## config.mk

```make
export PLATFORM = sky130hd
export DESIGN_NAME = uart_seg_parser_flat
export DESIGN_NICKNAME = d
export VERILOG_FILES = /design/src/rtl/uart_seg_parser_pkg.sv /design/src/rtl/uart_seg_parser_if.sv /design/src/rtl/uart_timeout_cnt.sv /design/src/rtl/uart_seg_parser.sv /design/src/flat_wrapper.sv
export SDC_FILE = /design/constraint.sdc
export NUM_CORES = 1
export LEC_CHECK = 0
export CORE_AREA = 2 2 99 101
export DETAILED_ROUTE_END_ITERATION = 8
export DIE_AREA = 0 0 101 103
export PLACE_DENSITY = 0.7
export SLEW_MARGIN = 20
export SYNTH_ARGS = -nofsm -noshare
export SYNTH_HDL_FRONTEND = slang
export SYNTH_HIERARCHICAL = 1
export SYNTH_SLANG_ARGS = --single-unit
```

## constraint.sdc

```tcl
create_clock -name sys_clk -period 2.86 [get_ports sys_clk]
set_input_delay 0.858 -clock sys_clk [delete_from_list [all_inputs] [get_ports sys_clk]]
set_output_delay 0.858 -clock sys_clk [all_outputs]
set_load 0.03 [all_outputs]
```

## src/rtl/uart_seg_parser_pkg.sv

```systemverilog
// Shared definitions for the UART-to-7-segment entry parser: ASCII codes,
// FSM state encoding, display geometry and small decode helpers.
package uart_seg_parser_pkg;

    localparam int NUM_DIGITS = 6;
    localparam int BCD_W      = 4;
    localparam int DATA_W     = NUM_DIGITS * BCD_W;
    localparam int CNT_W      = 3;

    localparam logic [7:0] ASCII_0   = 8'h30;
    localparam logic [7:0] ASCII_9   = 8'h39;
    localparam logic [7:0] ASCII_CR  = 8'h0D;
    localparam logic [7:0] ASCII_LF  = 8'h0A;
    localparam logic [7:0] ASCII_DOT = 8'h2E;

    typedef enum logic [1:0] {
        ST_IDLE    = 2'd0,
        ST_COLLECT = 2'd1,
        ST_DISCARD = 2'd2
    } state_t;

    function automatic logic is_digit(input logic [7:0] b);
        return (b >= ASCII_0) && (b <= ASCII_9);
    endfunction

    function automatic logic is_eol(input logic [7:0] b);
        return (b == ASCII_CR) || (b == ASCII_LF);
    endfunction

    // Right-aligned enable mask with the lowest cnt bits set.
    function automatic logic [NUM_DIGITS-1:0] en_mask(input logic [CNT_W-1:0] cnt);
        logic [NUM_DIGITS-1:0] m;
        m = '0;
        for (int i = 0; i < NUM_DIGITS; i++) begin
            if (i < int'(cnt)) m[i] = 1'b1;
        end
        return m;
    endfunction

endpackage

```

## src/rtl/uart_seg_parser_if.sv

```systemverilog
// Byte-in / display-out bundle of the entry parser. The parser is the slave:
// it consumes UART bytes and drives the display fields and status pulses.
interface uart_seg_parser_if;
    import uart_seg_parser_pkg::*;

    logic [7:0]            pi_data;
    logic                  pi_flag;
    logic [DATA_W-1:0]     seg_data;
    logic [NUM_DIGITS-1:0] seg_en;
    logic [NUM_DIGITS-1:0] seg_point;
    logic                  seg_flag;
    logic                  err_flag;

    modport master (
        output pi_data, pi_flag,
        input  seg_data, seg_en, seg_point, seg_flag, err_flag
    );

    modport slave (
        input  pi_data, pi_flag,
        output seg_data, seg_en, seg_point, seg_flag, err_flag
    );

endinterface

```

## src/rtl/uart_timeout_cnt.sv

```systemverilog
// Idle-cycle watchdog: counts enabled cycles since the last clear and fires a
// one-cycle expire pulse on the cycle the count sits at TIMEOUT_CYC-1.
module uart_timeout_cnt #(
    parameter int TIMEOUT_CYC = 5_000_000
) (
    input  logic sys_clk,
    input  logic sys_rst,
    input  logic clear,
    input  logic enable,
    output logic expire
);

    localparam int CW = (TIMEOUT_CYC > 1) ? $clog2(TIMEOUT_CYC) : 1;
    localparam logic [CW-1:0] LAST = CW'(TIMEOUT_CYC - 1);

    logic [CW-1:0] cnt;
    logic          at_last;

    assign at_last = (cnt == LAST);
    // A clear in the same cycle wins, so a byte arriving on expiry keeps the entry.
    assign expire  = enable && !clear && at_last;

    // Cycle counter, wrapping to zero on expiry.
    always_ff @(posedge sys_clk) begin
        if (sys_rst || clear) begin
            cnt <= '0;
        end else if (enable) begin
            cnt <= at_last ? '0 : cnt + 1'b1;
        end
    end

endmodule

```

## src/rtl/uart_seg_parser.sv

```systemverilog
// Parses ASCII lines of up to six digits with an optional decimal point into
// BCD display fields; CR/LF commits, malformed or stale entries pulse err_flag.
module uart_seg_parser
    import uart_seg_parser_pkg::*;
#(
    parameter int TIMEOUT_CYC = 5_000_000
) (
    input  logic             sys_clk,
    input  logic             sys_rst,
    uart_seg_parser_if.slave bus
);

    state_t                state_q, state_d;
    logic [DATA_W-1:0]     dig_q, dig_d;
    logic [CNT_W-1:0]      cnt_q, cnt_d;
    logic [NUM_DIGITS-1:0] pnt_q, pnt_d;
    logic                  commit, reject;

    logic [DATA_W-1:0]     seg_data_q;
    logic [NUM_DIGITS-1:0] seg_en_q, seg_point_q;
    logic                  seg_flag_q, err_flag_q;

    logic                  expire;
    logic                  b_digit, b_eol, b_dot, full;
    logic [BCD_W-1:0]      b_val;

    assign b_digit = is_digit(bus.pi_data);
    assign b_eol   = is_eol(bus.pi_data);
    assign b_dot   = (bus.pi_data == ASCII_DOT);
    assign b_val   = bus.pi_data[BCD_W-1:0];
    assign full    = (cnt_q == CNT_W'(NUM_DIGITS));

    uart_timeout_cnt #(
        .TIMEOUT_CYC (TIMEOUT_CYC)
    ) u_timeout (
        .sys_clk (sys_clk),
        .sys_rst (sys_rst),
        .clear   (bus.pi_flag || (state_q == ST_IDLE)),
        .enable  (state_q != ST_IDLE),
        .expire  (expire)
    );

    // State register.
    always_ff @(posedge sys_clk) begin
        // NOTE: sequential state uses non-blocking assignments so every flop samples pre-edge values.
        if (sys_rst) state_q <= ST_IDLE;
        else         state_q <= state_d;
    end

    // Next-state decode from the incoming byte and the watchdog.
    always_comb begin
        // NOTE: every comb output gets a default first, so no path can infer a latch.
        state_d = state_q;
        unique case (state_q)
            ST_IDLE: begin
                if (bus.pi_flag) begin
                    if (b_digit)     state_d = ST_COLLECT;
                    else if (!b_eol) state_d = ST_DISCARD;
                end
            end
            ST_COLLECT: begin
                if (bus.pi_flag) begin
                    if (b_digit)    state_d = full ? ST_DISCARD : ST_COLLECT;
                    else if (b_dot) state_d = (pnt_q != '0) ? ST_DISCARD : ST_COLLECT;
                    else if (b_eol) state_d = ST_IDLE;
                    else            state_d = ST_DISCARD;
                end else if (expire) begin
                    state_d = ST_IDLE;
                end
            end
            ST_DISCARD: begin
                if (bus.pi_flag) begin
                    if (b_eol) state_d = ST_IDLE;
                end else if (expire) begin
                    state_d = ST_IDLE;
                end
            end
            default: state_d = ST_IDLE;
        endcase
    end

    // Working-buffer updates and commit/reject decisions per state.
    always_comb begin
        dig_d  = dig_q;
        cnt_d  = cnt_q;
        pnt_d  = pnt_q;
        commit = 1'b0;
        reject = 1'b0;
        unique case (state_q)
            ST_IDLE: begin
                if (bus.pi_flag) begin
                    if (b_digit) begin
                        dig_d = {{(DATA_W-BCD_W){1'b0}}, b_val};
                        cnt_d = CNT_W'(1);
                        pnt_d = '0;
                    end else if (!b_eol) begin
                        reject = 1'b1;
                    end
                end
            end
            ST_COLLECT: begin
                if (bus.pi_flag) begin
                    if (b_digit) begin
                        if (full) begin
                            reject = 1'b1;
                        end else begin
                            dig_d = {dig_q[DATA_W-BCD_W-1:0], b_val};
                            pnt_d = {pnt_q[NUM_DIGITS-2:0], 1'b0};
                            cnt_d = cnt_q + 1'b1;
                        end
                    end else if (b_dot) begin
                        if (pnt_q != '0) reject = 1'b1;
                        else             pnt_d = {{(NUM_DIGITS-1){1'b0}}, 1'b1};
                    end else if (b_eol) begin
                        commit = 1'b1;
                    end else begin
                        reject = 1'b1;
                    end
                end else if (expire) begin
                    reject = 1'b1;
                end
            end
            default: ;
        endcase
    end

    // Datapath, display and status-pulse registers.
    always_ff @(posedge sys_clk) begin
        if (sys_rst) begin
            dig_q       <= '0;
            cnt_q       <= '0;
            pnt_q       <= '0;
            seg_data_q  <= '0;
            seg_en_q    <= '0;
            seg_point_q <= '0;
            seg_flag_q  <= 1'b0;
            err_flag_q  <= 1'b0;
        end else begin
            dig_q      <= dig_d;
            cnt_q      <= cnt_d;
            pnt_q      <= pnt_d;
            seg_flag_q <= commit;
            err_flag_q <= reject;
            if (commit) begin
                seg_data_q  <= dig_q;
                seg_en_q    <= en_mask(cnt_q);
                seg_point_q <= pnt_q;
            end
        end
    end

    assign bus.seg_data  = seg_data_q;
    assign bus.seg_en    = seg_en_q;
    assign bus.seg_point = seg_point_q;
    assign bus.seg_flag  = seg_flag_q;
    assign bus.err_flag  = err_flag_q;

endmodule
```

## src/flat_wrapper.sv

```systemverilog
// flat-port wrapper written by rule: the top's interface ports become plain ports
module uart_seg_parser_flat import uart_seg_parser_pkg::*;
#(
    parameter int TIMEOUT_CYC = 5_000_000
)
  (sys_clk, sys_rst, bus_pi_data, bus_pi_flag, bus_seg_data, bus_seg_en, bus_seg_point, bus_seg_flag, bus_err_flag);
  uart_seg_parser_if bus_i ();
  input  logic sys_clk;
  input  logic sys_rst;
  input wire logic [$bits(bus_i.pi_data)-1:0] bus_pi_data;
  input wire logic [$bits(bus_i.pi_flag)-1:0] bus_pi_flag;
  output wire logic [$bits(bus_i.seg_data)-1:0] bus_seg_data;
  output wire logic [$bits(bus_i.seg_en)-1:0] bus_seg_en;
  output wire logic [$bits(bus_i.seg_point)-1:0] bus_seg_point;
  output wire logic [$bits(bus_i.seg_flag)-1:0] bus_seg_flag;
  output wire logic [$bits(bus_i.err_flag)-1:0] bus_err_flag;
  assign bus_i.pi_data = bus_pi_data;
  assign bus_i.pi_flag = bus_pi_flag;
  assign bus_seg_data = bus_i.seg_data;
  assign bus_seg_en = bus_i.seg_en;
  assign bus_seg_point = bus_i.seg_point;
  assign bus_seg_flag = bus_i.seg_flag;
  assign bus_err_flag = bus_i.err_flag;
  uart_seg_parser #(.TIMEOUT_CYC(TIMEOUT_CYC)) u_core (.sys_clk(sys_clk), .sys_rst(sys_rst), .bus(bus_i));
endmodule
```

==> results.cfg, run 1 <==
[final_layout]
drive_above_1_share = 0.0895
diodes = 0
mostFrequentLayoutCells = 96 x dfxtp_1, 82 x nand2_1, 48 x nor2_1
fillers = 897
post-route-util = 0.507
synthToLayoutAreaGrowth_pct = 18.6
fin_nets = 523
layout_commonest_cell = dfxtp_1

[place]
port-buffer-count = 48
hpwl_um = 6010
gp_congestion = 0.909

[worst_setup_path]
rrSetupSlack_ns = 0.45
critPathBufInv = 1
critPathRequiredTime_ns = 3.15
cp_max_fo = 5
crit_type = primary input to register
crit_path_start = bus_pi_data[1]
slowest_delay_ns = 0.54
reg2reg_depth = 8
slowest_stage = clkdlybuf4s50_1
critPathLaunchType = primary input
cpLargestDelayFamily = simple AND/OR/NAND/NOR gates
r2r_start = u_core/state_q[0]
cp.arrival_ns = 2.72
end_kind = register
path_cells = clkdlybuf4s50_1, nor4b_1, nand3_1, nor4_1, o21bai_2, mux2i_1
r2r-end = u_core/bus.err_flag

[synthesis]
synth_fp_nets = 479
synth_adder_area_share = 0.00928
synth_edf_count = 0
synthSimpleGateAreaFrac = 0.257
synth_top_family_by_area = simple AND/OR/NAND/NOR gates
synth.distinct_cells = 58
yosysWarnings = 6
ys_ff_latch = 96
avgSynthCellArea_um2 = 8.70
synthMuxAreaShare = 0.0272
synth_cells = 465
ys.flop_type = dfxtp_1
synth_xor_area_frac = 0.0238
synthArstFlopShare = 0
synth_compound_area_frac = 0.152
yosysSeqAreaShare = 0.475
synthesis.area_um2 = 4050

[drt]
vias_per_cell = 5.38
wire_per_inst_um = 13.7
drt_pass1_iterations = 5
drc_errors = 0
ant_nets = 0
drt_iter0_drc = 127
vias = 3376
routed_wirelength_um = 8580

[grt]
use_met1 = 0.211
antenna_found_initial = 0
grt_pass1_vias = 3051
grt_pass1_wl_um = 13800
grt_max_degree = 38
grt_busiest_layer = met2
overflow = 0
grt_util_met2 = 0.274
grt_use_total = 0.166
use_met3 = 0.0461

[min_path]
whs_path_depth = 2
hold_class = register to register
hold_end = u_core/bus.seg_data[23]
hp-start = u_core/bus.seg_data[23]

[outcome]
status = complete, no violations

[sta]
slew_viol_final = 0
max_slew_margin = 0.718
rsz0062_at_grt = false
setup_viol = 0
whs_ns = 0.455
hold_viol = 0
max_freq_mhz = 411
tightest_slew_ns = 0.420
fin_tns_setup_ns = 0
final.min_clock_period_ns = 2.43
clock_skew_ns = 0.0120
fin_crit_sh = 0.851

[clock_tree]
root_buffer = clkbuf_8
cts_tree = yes
cts_buffers = 9
htreeDepth = 3
clkSinkCount = 96
ctsHoldBuffers = 0
cts_resized = 0
clockBufferDepth = 2
postCtsSetupRepairBufs = 0
clk_pin_slew_ns = 0.09
insertion_delay_ns = 0.36

[power]
cellPowerDensity_nw_per_um2 = 486
ir_drop_v = 0.000250
p_leak_nw = 1.56

[floorplanning]
dieArea_um2 = 10400
core_um2 = 9460
io_pins = 49
num_rows = 36
die_w_um = 101
initial_utilization = 0.428
die_h_um = 103

[run]
maxCapViolations = 0
## synth_stat cells, types with 9 or more instances
cell type	number	area share
dfxtp_1	96	0.48
nand2_1	82	0.076
nor2_1	48	0.045
a21oi_1	46	0.057
a22oi_1	21	0.039
mux2i_1	11	0.027
inv_1	10	0.0093
nand3_1	10	0.012
nand4_1	10	0.015
nor3_1	9	0.011
o21ai_0	9	0.011
## logic make-up after synthesis
kind of cell | after synthesis
AO/OA/AOI/OAI | 97
XOR/XNOR | 11
buffers and inverters | 38
adder cells (fa/ha/maj) | 3
flip-flops | 96
AND/OR/NAND/NOR | 209
multiplexers | 11
## power breakdown
part           internal, mW  leakage [nW]  total [mW]  switching (mW)
Combinational        0.0358         0.680      0.0904          0.0546
Sequential             1.34         0.773        1.34         0.00515
Clock                 0.419         0.104       0.898           0.479
Total                  1.79          1.56        2.33           0.539
## worst min-delay path, stage by stage, from the launching register on
cell     delay, ns
dfxtp_1       0.32
nand2_1       0.05
a21oi_1       0.05
## sequential cells by signal, indices dropped and copies added (netlist names)
name / count
u_core/u_timeout/cnt: 23
u_core/bus.seg_en: 6
u_core/cnt_q: 3
u_core/dig_q: 24
u_core/bus.seg_data: 24
u_core/bus.err_flag: 1
u_core/bus.seg_point: 6
u_core/bus.seg_flag: 1
u_core/state_q: 2
u_core/pnt_q: 6
## stage by stage
step,std cells,instance area [µm²],worst slack (ns),power (mW)
global placement,612,4600,0.164,1.46
floorplan,465,4050,0.758,1.44
global route,628,4800,0.227,2.44
detailed placement,612,4600,0.0798,1.46
finish,628,4800,0.426,2.33
CTS,628,4800,0.454,2.37
## how the worst max path moves through the flow
stage / end / cells past startpoint
global placement: u_core/bus.seg_data[1] / 7
floorplan: u_core/dig_q[21] / 8
CTS: u_core/bus.err_flag / 8
detailed placement: u_core/pnt_q[3] / 6
global route: u_core/pnt_q[2] / 6
finish: u_core/pnt_q[3] / 6
## final cells by class
cell class	instances	area (µm²)	area share
sequential	96	1920	0.401
multi-input combinational	331	1900	0.396
timing repair buffer	61	598	0.125
tap	114	143	0.0297
clock buffer	10	128	0.0266
clock inverter	6	72.6	0.0151
inverter	10	37.5	0.00782
## layer usage
metal / part of all wire / vias up
met5: 0 / -
met3: 0.041 / 8
met4: 0.0076 / 0
li1: - / 1719
met2: 0.48 / 81
met1: 0.48 / 1568
Power figures use the tool's default switching activity.
==> inputs of run 2 (changes only) <==
--- a/config.mk
+++ b/config.mk
@@ -5,10 +5,10 @@
 export SDC_FILE = /design/constraint.sdc
 export NUM_CORES = 1
 export LEC_CHECK = 0
-export CORE_AREA = 2 2 99 101
+export CORE_AREA = 2 2 89 91
 export DETAILED_ROUTE_END_ITERATION = 8
-export DIE_AREA = 0 0 101 103
-export PLACE_DENSITY = 0.7
+export DIE_AREA = 0 0 91 93
+export PLACE_DENSITY = 0.83
 export SLEW_MARGIN = 20
 export SYNTH_ARGS = -nofsm -noshare
 export SYNTH_HDL_FRONTEND = slang
==> results.cfg, run 2 (synthesis gave the netlist of run 1 again) <==
[sta]
fin_crit_sh = 0.866
worst_slack_ns = 0.384
rsz0062_at_grt = false
tightest_slew_ns = 0.716
clock_skew_ns = 0.0134
final.min_clock_period_ns = 2.48
setup_viol = 0
slew_viol_final = 0
max_freq_mhz = 404
max_slew_margin = 0.523
hold_viol = 0
fin_tns_setup_ns = 0

[power]
ir_drop_v = 0.000329
cellPowerDensity_nw_per_um2 = 486
p_leak_nw = 1.56

[place]
place_area_um2 = 4590
dp_slack_ns = -0.00111
gp_congestion = 0.812
port-buffer-count = 48
hpwl_um = 6180

[final_layout]
fillers = 664
fin_nets = 525
mostFrequentLayoutCells = 96 x dfxtp_1, 82 x nand2_1, 48 x nor2_1
drive_above_1_share = 0.0950
post-route-util = 0.636
synthToLayoutAreaGrowth_pct = 18.4
finalInstanceArea_um2 = 4790
diodes = 0
layout_commonest_cell = dfxtp_1

[run]
maxCapViolations = 0

[worst_setup_path]
r2r-end = u_core/bus.err_flag
rrSetupSlack_ns = 0.38
reg2reg_depth = 8
cpLargestDelayFamily = simple AND/OR/NAND/NOR gates
r2r_start = u_core/state_q[0]
critPathBufInv = 1
critPathLaunchType = register
end_kind = register
cp.arrival_ns = 2.75
path_cells = nor2_1, inv_1, nand3_2, or4_1, nor3_1, nor3b_1, a31oi_1, a211oi_1
critPathRequiredTime_ns = 3.14
slowest_delay_ns = 0.60
crit_type = register to register
cp_max_fo = 8
slowest_stage = or4_1

[floorplanning]
core_um2 = 7530
die_h_um = 93
initial_utilization = 0.537
dieArea_um2 = 8460
die_w_um = 91
num_rows = 32
io_pins = 49

[min_path]
hold_class = register to register
hp-start = u_core/dig_q[20]
whs_path_depth = 2
hold_end = u_core/bus.seg_data[20]

[drt]
ant_nets = 0
drt_iter0_drc = 260
drc_errors = 0
drt_pass1_iterations = 5
vias_per_cell = 5.60
wire_per_inst_um = 14.3
routed_wirelength_um = 8850
vias = 3462

[clock_tree]
clk_pin_slew_ns = 0.11
cts_buffers = 9
root_buffer = clkbuf_8
cts_resized = 0
insertion_delay_ns = 0.37
ctsHoldBuffers = 0
htreeDepth = 3
cts_tree = yes
postCtsSetupRepairBufs = 0
clockBufferDepth = 2
clkSinkCount = 96

[grt]
overflow = 0
grt_max_degree = 42
grt_pass1_wl_um = 14800
grt_pass1_vias = 3258
antenna_found_initial = 0
grt_use_total = 0.214

[outcome]
status = complete, no violations
[run 2: worst max path at each step]
| stage | start | end | slack [ns] | cells past startpoint |
|---|---|---|---|---|
| after floorplan | bus_pi_flag | u_core/dig_q[21] | 0.76 | 8 |
| after global placement | bus_pi_data[1] | u_core/pnt_q[4] | 0.09 | 6 |
| after detailed placement | bus_pi_data[1] | u_core/pnt_q[1] | -0.001 | 6 |
| after CTS | bus_pi_data[1] | u_core/pnt_q[1] | 0.37 | 6 |
| after global routing | u_core/state_q[0] | u_core/bus.err_flag | 0.19 | 8 |
| final | u_core/state_q[0] | u_core/bus.err_flag | 0.38 | 8 |
[run 2: worst reg2reg max path, cell delays in order (launching register included)]
cell	delay, ns
dfxtp_1	0.47
nor2_1	0.12
inv_1	0.21
nand3_2	0.19
or4_1	0.60
nor3_1	0.31
nor3b_1	0.22
a31oi_1	0.06
a211oi_1	0.22
[run 2: area by class of cell]
cell class | instances | area [µm²] | area share
repair buffers | 63 | 601 | 0.125
inverters | 10 | 37.5 | 0.00783
flip-flops and latches | 96 | 1920 | 0.401
multi-input cells | 331 | 1900 | 0.396
clock buffers | 9 | 124 | 0.0259
well taps | 102 | 128 | 0.0266
clock inverters | 7 | 81.3 | 0.0170
[run 2: layer usage]
metal / up-vias / GRT usage / part of all wire
li1: 1721 / - / -
met3: 13 / 0.0322 / 0.031
met5: - / 0 / 0
met1: 1659 / 0.273 / 0.47
met4: 0 / 0.105 / 0.020
met2: 69 / 0.356 / 0.48
[run 2: power by group]
group,internal (mW),switching (mW)
Sequential,1.34,0.00445
Clock,0.351,0.545
Combinational,0.0358,0.0545
Total,1.73,0.604
[run 2: through the flow]
stage	instances	power [mW]	hold slack, ns
2_1_floorplan	465	1.44	0.432
3_3_place_gp	602	1.46	0.441
3_5_place_dp	602	1.46	0.449
4_1_cts	618	2.35	0.457
5_1_grt	618	2.41	0.479
6_report	618	2.33	0.461
==> inputs of run 3 (changes only) <==
--- a/config.mk
+++ b/config.mk
@@ -8,7 +8,7 @@
 export CORE_AREA = 2 2 89 91
 export DETAILED_ROUTE_END_ITERATION = 8
 export DIE_AREA = 0 0 91 93
-export PLACE_DENSITY = 0.83
+export PLACE_DENSITY = 0.78
 export SLEW_MARGIN = 20
 export SYNTH_ARGS = -nofsm -noshare
 export SYNTH_HDL_FRONTEND = slang
==> results.cfg, run 3 (synthesis gave the netlist of run 1 again) <==
[grt]
antenna_found_initial = 0
grt_max_degree = 46
grt_pass1_vias = 3212
grt_use_total = 0.214
overflow = 0
grt_pass1_wl_um = 14900

[clock_tree]
clockBufferDepth = 2
cts_buffers = 9
ctsHoldBuffers = 0
cts_tree = yes
insertion_delay_ns = 0.37
clk_pin_slew_ns = 0.10
postCtsSetupRepairBufs = 0
root_buffer = clkbuf_8
cts_resized = 0
htreeDepth = 3
clkSinkCount = 96

[place]
hpwl_um = 5940
gp_congestion = 0.875
port-buffer-count = 48
dp.cells = 600

[worst_setup_path]
slowest_delay_ns = 0.62
cpLargestDelayFamily = simple AND/OR/NAND/NOR gates
crit_type = register to register
slowest_stage = or4_1
critPathRequiredTime_ns = 3.12
critPathLaunchType = register
cp.arrival_ns = 2.77
path_cells = nor2_1, inv_1, nand3_2, or4_1, nor3_2, nor3b_1, a31oi_1, a211oi_1
end_kind = register
cp_max_fo = 8
critPathBufInv = 1

[sta]
max_slew_margin = 0.701
rsz0062_at_grt = false
slew_viol_final = 0
final.min_clock_period_ns = 2.51
setup_viol = 0
fin_tns_setup_ns = 0
clock_skew_ns = 0.0165
max_freq_mhz = 398
hold_viol = 0
fin_crit_sh = 0.878
tightest_slew_ns = 0.442

[power]
cellPowerDensity_nw_per_um2 = 482
ir_drop_v = 0.000307
p_leak_nw = 1.55

[floorplanning]
initial_utilization = 0.537
die_w_um = 91
io_pins = 49
dieArea_um2 = 8460
num_rows = 32
die_h_um = 93
core_um2 = 7530

[final_layout]
synthToLayoutAreaGrowth_pct = 18.7
mostFrequentLayoutCells = 96 x dfxtp_1, 82 x nand2_1, 48 x nor2_1
drive_above_1_share = 0.0934
layout_commonest_cell = dfxtp_1
fin_nets = 523
diodes = 0
finalNonFillerCells = 616

[drt]
drt_iter0_drc = 213
routed_wirelength_um = 8850
drt_pass1_iterations = 5
vias = 3443
ant_nets = 0
vias_per_cell = 5.59
drc_errors = 0
wire_per_inst_um = 14.4

[run]
maxCapViolations = 0

[outcome]
status = complete, no violations

[min_path]
hold_class = register to register
run 3: worst reg2reg max path, cell delays in order, from the launching register on:
cell	delay (ns)
dfxtp_1	0.47
nor2_1	0.12
inv_1	0.20
nand3_2	0.19
or4_1	0.62
nor3_2	0.28
nor3b_1	0.22
a31oi_1	0.06
a211oi_1	0.25
run 3: report_power, final:
group          leakage, nW  internal (mW)  switching [mW]
sequential           0.773           1.34         0.00471
combinational        0.681         0.0359          0.0545
clock               0.0981          0.345           0.532
run 3: routing by layer:
layer | wire (µm) | track usage | vias to the layer above
li1 | - | - | 1719
met1 | 3980 | 0.280 | 1598
met2 | 4240 | 0.354 | 111
met3 | 443 | 0.0330 | 15
met4 | 176 | 0.0909 | 0
met5 | 0 | 0 | -
run 3: stage by stage:
stage | cell area (µm²) | setup WS, ns | utilization | power, mW | hold slack [ns]
floorplan | 4050 | 0.758 | - | 1.44 | 0.432
global placement | 4600 | 0.170 | 0.611 | 1.46 | 0.443
detailed placement | 4600 | 0.102 | 0.611 | 1.46 | 0.449
CTS | 4790 | 0.258 | 0.637 | 2.32 | 0.464
global route | 4800 | 0.0964 | 0.638 | 2.39 | 0.483
finish | 4800 | 0.350 | 0.638 | 2.31 | 0.460
run 3: worst paths after layout:
| check | startpoint | to | slack [ns] | cells after the start |
|---|---|---|---|---|
| setup / recovery | u_core/state_q[0] | u_core/bus.err_flag | 0.35 | 8 |
| hold reg to reg | u_core/bus.seg_data[17] | u_core/bus.seg_data[17] | 0.46 | 2 |
| hold / removal | u_core/bus.seg_data[17] | u_core/bus.seg_data[17] | 0.46 | 2 |
| setup reg to reg | u_core/state_q[0] | u_core/bus.err_flag | 0.35 | 8 |
run 3: cell type report:
cell class	count	area, µm²
Tap cell	102	128
Inverter	10	37.5
Fill cell	656	2730
Clock buffer	9	124
Timing Repair Buffer	61	611
Multi-Input combinational cell	331	1900
Sequential cell	96	1920
Clock inverter	7	75.1
